[config.mk]
export PLATFORM = sky130hd
export DESIGN_NAME = sub32_sequencer
export DESIGN_NICKNAME = d
export VERILOG_FILES = /design/src/rtl/sub32_sequencer.sv
export SDC_FILE = /design/constraint.sdc
export NUM_CORES = 1
export LEC_CHECK = 0
export BUFFER_PORTS_ARGS = -buffer_cell sky130_fd_sc_hd__buf_2
export CORE_MARGIN = 2
export CORE_UTILIZATION = 50
export DETAILED_ROUTE_END_ITERATION = 8
export HOLD_SLACK_MARGIN = 0.03
export PLACE_DENSITY = 0.8
export SETUP_SLACK_MARGIN = 0.4
export SLEW_MARGIN = 40
export SYNTH_ARGS = -nofsm -noshare
export SYNTH_HDL_FRONTEND = slang
export SYNTH_SLANG_ARGS = --single-unit
[constraint.sdc]
create_clock -name clk -period 4.5 [get_ports clk]
set_input_delay 0.225 -clock clk [delete_from_list [all_inputs] [get_ports clk]]
set_output_delay 0.225 -clock clk [all_outputs]
set_load 0.005 [all_outputs]
[src/rtl/sub32_sequencer.sv]
`default_nettype none
// ============================================================================
// Module      : sub32_sequencer
// Description : Two-port round-robin 32-bit subtractor built on one shared
//               8-bit subtract slice, processing bytes LSB first.
// Revision    : 1.0 - initial release
// ============================================================================
module sub32_sequencer (
    input  logic        clk,
    input  logic        rst,
    input  logic [1:0]  req_valid,
    input  logic [31:0] req_a0,
    input  logic [31:0] req_b0,
    input  logic [31:0] req_a1,
    input  logic [31:0] req_b1,
    output logic [1:0]  req_ready,
    output logic        res_valid,
    input  logic        res_ready,
    output logic        res_port,
    output logic [31:0] res_d,
    output logic        res_bout,
    output logic        res_ovf,
    output logic        busy
);

    localparam logic [1:0] c_IDLE = 2'd0;
    localparam logic [1:0] c_RUN  = 2'd1;
    localparam logic [1:0] c_DONE = 2'd2;

    logic [1:0]  r_state;
    logic [1:0]  w_state_nxt;
    logic [1:0]  w_grant;
    logic [1:0]  r_cnt;
    logic        r_brw;
    logic        r_ptr;
    logic        r_port;
    logic [31:0] r_a;
    logic [31:0] r_b;
    logic [31:0] r_d;
    logic [7:0]  w_a_byte;
    logic [7:0]  w_b_byte;
    logic [7:0]  w_slice_d;
    logic        w_slice_bout;

    // The single shared byte slice; bit 8 of the 9-bit difference is the borrow.
    assign w_a_byte = r_a[{r_cnt, 3'b000} +: 8];
    assign w_b_byte = r_b[{r_cnt, 3'b000} +: 8];
    assign {w_slice_bout, w_slice_d} = {1'b0, w_a_byte} - {1'b0, w_b_byte} - {8'd0, r_brw};

    always_ff @(posedge clk) begin
        if (rst) begin
            r_state <= c_IDLE;
        end else begin
            r_state <= w_state_nxt;
        end
    end

    always_comb begin
        w_state_nxt = r_state;
        w_grant     = 2'b00;
        case (r_state)
            c_IDLE: begin
                // r_ptr holds the last-granted port, so a tie goes to the other one.
                if (req_valid == 2'b11) begin
                    w_grant = r_ptr ? 2'b01 : 2'b10;
                end else begin
                    w_grant = req_valid;
                end
                if (rst) begin
                    w_grant = 2'b00;
                end
                if (w_grant != 2'b00) begin
                    w_state_nxt = c_RUN;
                end
            end
            c_RUN: begin
                if (r_cnt == 2'd3) begin
                    w_state_nxt = c_DONE;
                end
            end
            c_DONE: begin
                if (res_ready) begin
                    w_state_nxt = c_IDLE;
                end
            end
            default: w_state_nxt = c_IDLE;
        endcase
    end

    always_ff @(posedge clk) begin
        if (rst) begin
            r_cnt  <= 2'd0;
            r_brw  <= 1'b0;
            r_ptr  <= 1'b1;
            r_port <= 1'b0;
            r_a    <= 32'd0;
            r_b    <= 32'd0;
            r_d    <= 32'd0;
        end else begin
            if (r_state == c_IDLE && w_grant != 2'b00) begin
                r_port <= w_grant[1];
                r_ptr  <= w_grant[1];
                r_a    <= w_grant[1] ? req_a1 : req_a0;
                r_b    <= w_grant[1] ? req_b1 : req_b0;
                r_cnt  <= 2'd0;
                r_brw  <= 1'b0;
            end else if (r_state == c_RUN) begin
                r_d[{r_cnt, 3'b000} +: 8] <= w_slice_d;
                r_brw <= w_slice_bout;
                r_cnt <= r_cnt + 2'd1;
            end
        end
    end

    // Outputs are forced low while reset is asserted, not just after the edge.
    assign req_ready = w_grant;
    assign busy      = !rst && (r_state != c_IDLE);
    assign res_valid = !rst && (r_state == c_DONE);
    assign res_port  = !rst && r_port;
    assign res_d     = rst ? 32'd0 : r_d;
    assign res_bout  = !rst && r_brw;
    assign res_ovf   = !rst && (r_a[31] != r_b[31]) && (r_d[31] != r_a[31]);

endmodule
`default_nettype wire

Yosys cells after proc, flatten, opt, wreduce, memory -nomap -nowiden
Index checks and enable logic that the tools add are counted.
{"block": "totals", "regBits": 103, "inputBits": 133, "output_inout_bits": 39, "wordCells": 54}
{"block": "classes", "n_addsub": 4, "eq_ne": 9, "n_shift": 4, "n_mux": 13, "bitwise": 1, "reduce_logical": 15}
{"cell": "2-to-1 mux 32 bit", "n": 3}
{"cell": "variable part select 32 x 6 -> 8 bit", "n": 2}
{"cell": "bitwise mux 32 bit", "n": 1}
{"cell": "variable shift 8 x 7 -> 32 bit (first input constant)", "n": 1}
{"cell": "variable part select 8 x 7 -> 32 bit", "n": 1}
{"cell": "2-to-1 mux 2 bit", "n": 8}
{"cell": "subtractor 8 x 8 -> 9 bit", "n": 1}
{"cell": "subtractor 9 x 1 -> 9 bit", "n": 1}
{"cell": "logical AND 1 bit", "n": 7}
{"cell": "negation 5 -> 7 bit", "n": 1}
{"cell": "equality test 2 bit (second input constant)", "n": 3}
{"cell": "!= test 2 bit (second input constant)", "n": 3}
{"cell": "case mux 2 bit (3 select lines)", "n": 1}
{"cell": "nonzero test 2 bit", "n": 3}
{"cell": "AND reduction 3 bit", "n": 1}
{"cell": "adder 2 x 1 -> 2 bit (second input constant)", "n": 1}
{"cell": "equality test 2 x 1 -> 1 bit (second input constant)", "n": 1}
{"cell": "logical NOT 2 bit", "n": 1}
{"cell": "!= test 1 bit", "n": 2}
{"cell": "AND reduction 2 bit", "n": 1}
{"cell": "OR reduction 2 bit", "n": 1}
{"cell": "logical NOT 1 bit", "n": 1}
{"cell": "NOT 1 bit", "n": 1}

Longest topological paths before layout
{"block": "depth", "word_depth": 9, "depth_mapped": 12, "mapped_depth_nobuf": 10}

Least setup slack after synthesis
OpenSTA, ideal clock, no wires.
{"block": "synth_timing", "path_type": "reg-to-reg", "start": "reg r_cnt[0]", "end": "reg r_brw", "setup_time_ns": 0.115, "arrival_time_ns": 3.047, "required_time_ns": 4.385, "setup_slack_ns": 1.338, "path_stages_with_launch": 13, "n_path_buf": 2, "period_less_slack_ns": 3.162, "path_cell_list": "dfxtp_1 buf_2 buf_2 mux4_2 inv_1 fa_1 inv_1 fa_1 a21bo_2 a211oi_1 a31oi_1 xnor2_1 a2111oi_0"}
{"block": "synth_between", "elab_chain_cells": 3, "word_cells_on_any_way": 4, "cone_classes": "2 x add/sub; 2 x shift"}
{"item": "from (decl)", "line_no": "33", "source": "logic [1:0] r_cnt;"}
{"item": "from (signal assigned)", "line_no": "110", "source": "r_cnt <= r_cnt + 2'd1;"}
{"item": "variable part select 32 x 6 -> 8 bit (on tied branches)", "line_no": "46, 47"}
{"item": "subtractor 8 x 8 -> 9 bit *", "line_no": "48", "source": "assign {w_slice_bout, w_slice_d} = {1'b0, w_a_byte} - {1'b0, w_b_byte} - {8'd0, r_brw};"}
{"item": "subtractor 9 x 1 -> 9 bit *", "line_no": "48"}
{"item": "to (signal assigned)", "line_no": "109", "source": "r_brw <= w_slice_bout;"}
{"item": "to (decl)", "line_no": "34", "source": "logic r_brw;"}
Every way passes the cells marked *; elsewhere a longest branch is shown, timed or not.
A chain may end at the register's enable or synchronous reset.

Final worst setup path
Ends and elaborated chain as after synthesis.

==> results.md <==
- Hold Buf Count CTS: 0
- CTS tree: yes
- Clock power frac: 0.279
- Seq. cell area: 2060 µm²
- Setup TNS: 0 ns
- Routed wire per std cell: 16.4 µm
- Top Ports: 172
- Fin crit share: 0.767
- Clk sinks: 103
- DRC: 0
- Vias in the first global route: 4569
- Worst path cell trace: buf_4 -> mux4_2 -> inv_1 -> ha_1 -> inv_1 -> ha_1 -> a21bo_2 -> a211oi_1 -> a31oi_1 -> xnor2_1 -> a2111oi_0
- Maximum clock rate: 0.290 GHz
- Die Footprint: 10900 µm²
- Maximum clock path buffer count: 2
- Post-Syn Area: 5020 µm²
- Final Power: 0.00217 W
- Routability cong.: 0.905
- Fin. max-slew vios: 0
- Hpwl dp: 10300 µm
- Internal Pwr Total: 0.00149 W
- Vias/cell: 5.61
- GRT overflow: 0
- Nets@finish: 870
- Critical path type: reg2reg
- Average size of a mapped cell: 8.80 µm²
- Initial Util: 0.514
- Clock Latency Late Sink: 0.36 ns
- Combinational power share: 0.249
- Final setup vio count: 0
- PD cells: 353 nW/µm²
- Setup Buffers After CTS: 0
- Clk slew on worst S/H paths: 0.10 ns
- Slowest cell on the critical path: dfxtp_1
- Seq/Total Area, Yosys: 0.410
- Max Cap Viol: 0
- Delay of the slowest critical-path stage: 0.64 ns
- Largest net degree at the start of global routing: 110
- CP max FO: 13
- Clock Skews: 0.00644 ns
- Post-Syn Instances: 571
- CP required: 4.75 ns
- Most common cell after layout, fill and taps aside: buf_2
- Startpoint types: flip-flop
- Hold Vio Cnt, Final: 0
- Synthesized flop and latch total: 103
- Tightest Pin Transition: 0.812 ns
- Row count: 36
- Relative slew slack: 0.459
- Max H-tree Level: 3
- Net Sw Power: 0.000682 W
- DRT Wirelength: 14000 µm
- Multi-input gate area: 2680 µm²
- Post-synth EDFFs: 0
- DRT iter0 DRCs: 291
- Num CTS Buffers: 9
- Root buf cell: clkbuf_8
- PostCTS Resize Cnt: 0
- Commonest non-fill, non-tap cells in the layout: 171 x buf_2, 103 x dfxtp_1, 86 x nand2_1
- Layout cells sized above 1: 0.299
- Worst min path class: in2reg
- Port buffer count: 171
- Max rail drop VDD: 0.000236 V
- RSZ-0062 raised after global routing: no
- Switching Share: 0.314
- Filler instances: 848
- Post-synth ARST share: 0
- Post-placement cell count: 839
- Arrival time at the worst endpoint: 3.70 ns
- Core Region: 9770 µm²
- Gr usage total: 0.257
- Synth-to-Final Area Change: 22.4%
- Post-Layout Cell Count: 855
- Die Wd: 104 µm
- Diode count: 0
- Status: complete, no violations
- Seq pwr share: 0.472
- Crit. End Element: flip-flop
- Pre-Repair DR Iteration Count: 7
- ANT nets after route: 0
- Leak pwr: 2.62 nW
- Final Critical Period: 3.45 ns
- Yosys cell types: 45
- Via count: 4796
- Initial antenna violation count: 0
- Warnings, synthesis: 0
- First-pass GRT wire length: 22500 µm
- Most used DFF post-synth: dfxtp_1
- Chip height: 104 µm
- Post-Syn Nets: 724
[cells by family (layout without fill, tap and decap cells)]
group / after synthesis / in the layout / share of synthesized area
AO/OA/AOI/OAI: 178 / 178 / 0.222
adder cells (fa/ha/maj): 20 / 20 / 0.0528
buffers and inverters: 72 / 223 / 0.0585
XOR/XNOR: 6 / 6 / 0.0105
flip-flops: 103 / 103 / 0.410
AND/OR/NAND/NOR: 176 / 176 / 0.174
multiplexers: 16 / 16 / 0.0717
[sequential cells by signal, indices dropped and copies added (netlist names)]
| signal | count |
|---|---|
| r_cnt | 2 |
| r_b | 32 |
| r_ptr | 1 |
| r_brw | 1 |
| r_state | 2 |
| r_d | 32 |
| r_a | 32 |
| r_port | 1 |
[worst max-delay path, delay by kind of cell, from the launching register on]
| kind | cells | cell delay [ns] |
|---|---|---|
| buf+inv | 3 | 0.44 |
| fa+ha+maj | 2 | 0.45 |
| xor+xnor | 1 | 0.14 |
| compound gates | 4 | 1.13 |
| mux | 1 | 0.52 |
| flops | 1 | 0.64 |
[per-stage QoR]
step / setup slack, ns / hold WS [ns] / util / area, µm²
after global placement: 1.26 / 0.418 / 0.605 / 5910
after CTS: 1.00 / 0.0440 / 0.629 / 6150
after detailed placement: 1.04 / 0.424 / 0.608 / 5940
final: 1.05 / 0.0468 / 0.629 / 6150
after floorplan: 1.34 / 0.334 / - / 5020
after global routing: 0.713 / 0.0476 / 0.629 / 6150
[power groups by stage]
stage	logic, W	registers [W]	clock network [W]
2_1_floorplan	0.000362	0.00102	0
3_3_place_gp	0.000508	0.00104	0
3_5_place_dp	0.000533	0.00104	0
4_1_cts	0.000536	0.00102	0.000604
5_1_grt	0.000597	0.00103	0.000634
6_report	0.000540	0.00102	0.000605
[Yosys cell counts (2+ instances only)]
cell,n,share of area
nor2_1,14,0.010
buf_2,15,0.015
nand3_1,2,0.0020
a22oi_1,44,0.066
buf_1,6,0.0045
inv_1,30,0.022
fa_1,2,0.0080
or4_1,2,0.0030
a21o_1,2,0.0030
a21oi_1,23,0.023
o21ai_1,4,0.0040
clkbuf_1,19,0.014
dfxtp_1,103,0.41
nor3b_1,18,0.027
xor2_1,2,0.0035
o2bb2ai_1,14,0.024
o21ai_0,76,0.076
mux4_2,16,0.072
xnor2_1,4,0.0070
nand2_1,86,0.064
nand2b_1,5,0.0062
nor3_1,5,0.0050
nor2b_1,35,0.044
ha_1,18,0.045
a222oi_1,4,0.0080
nand4_1,2,0.0025
nor4b_1,2,0.0035
[worst paths after layout]
kind              start       to  slack (ns)  depth (start not counted)
max reg2reg    r_cnt[0]    r_brw        1.05                         11
min reg2reg     r_d[16]  r_d[16]        0.46                          2
max            r_cnt[0]    r_brw        1.05                         11
min          req_b1[10]  r_b[10]        0.05                          3
[layout make-up]
| type | instances | share of cell area |
|---|---|---|
| Tap cell | 133 | 0.0271 |
| Timing Repair Buffer | 177 | 0.150 |
| Sequential cell | 103 | 0.335 |
| Clock inverter | 6 | 0.0110 |
| Clock buffer | 10 | 0.0224 |
| Inverter | 30 | 0.0183 |
| Multi-Input combinational cell | 396 | 0.435 |
[layer usage]
layer	global-route usage	part of all wire	vias to the layer above
met5	0	0	-
met4	0.0975	0.029	0
met3	0.0558	0.063	28
met2	0.414	0.48	208
met1	0.340	0.43	2235
li1	-	-	2325
Power figures use the tool's default switching activity.
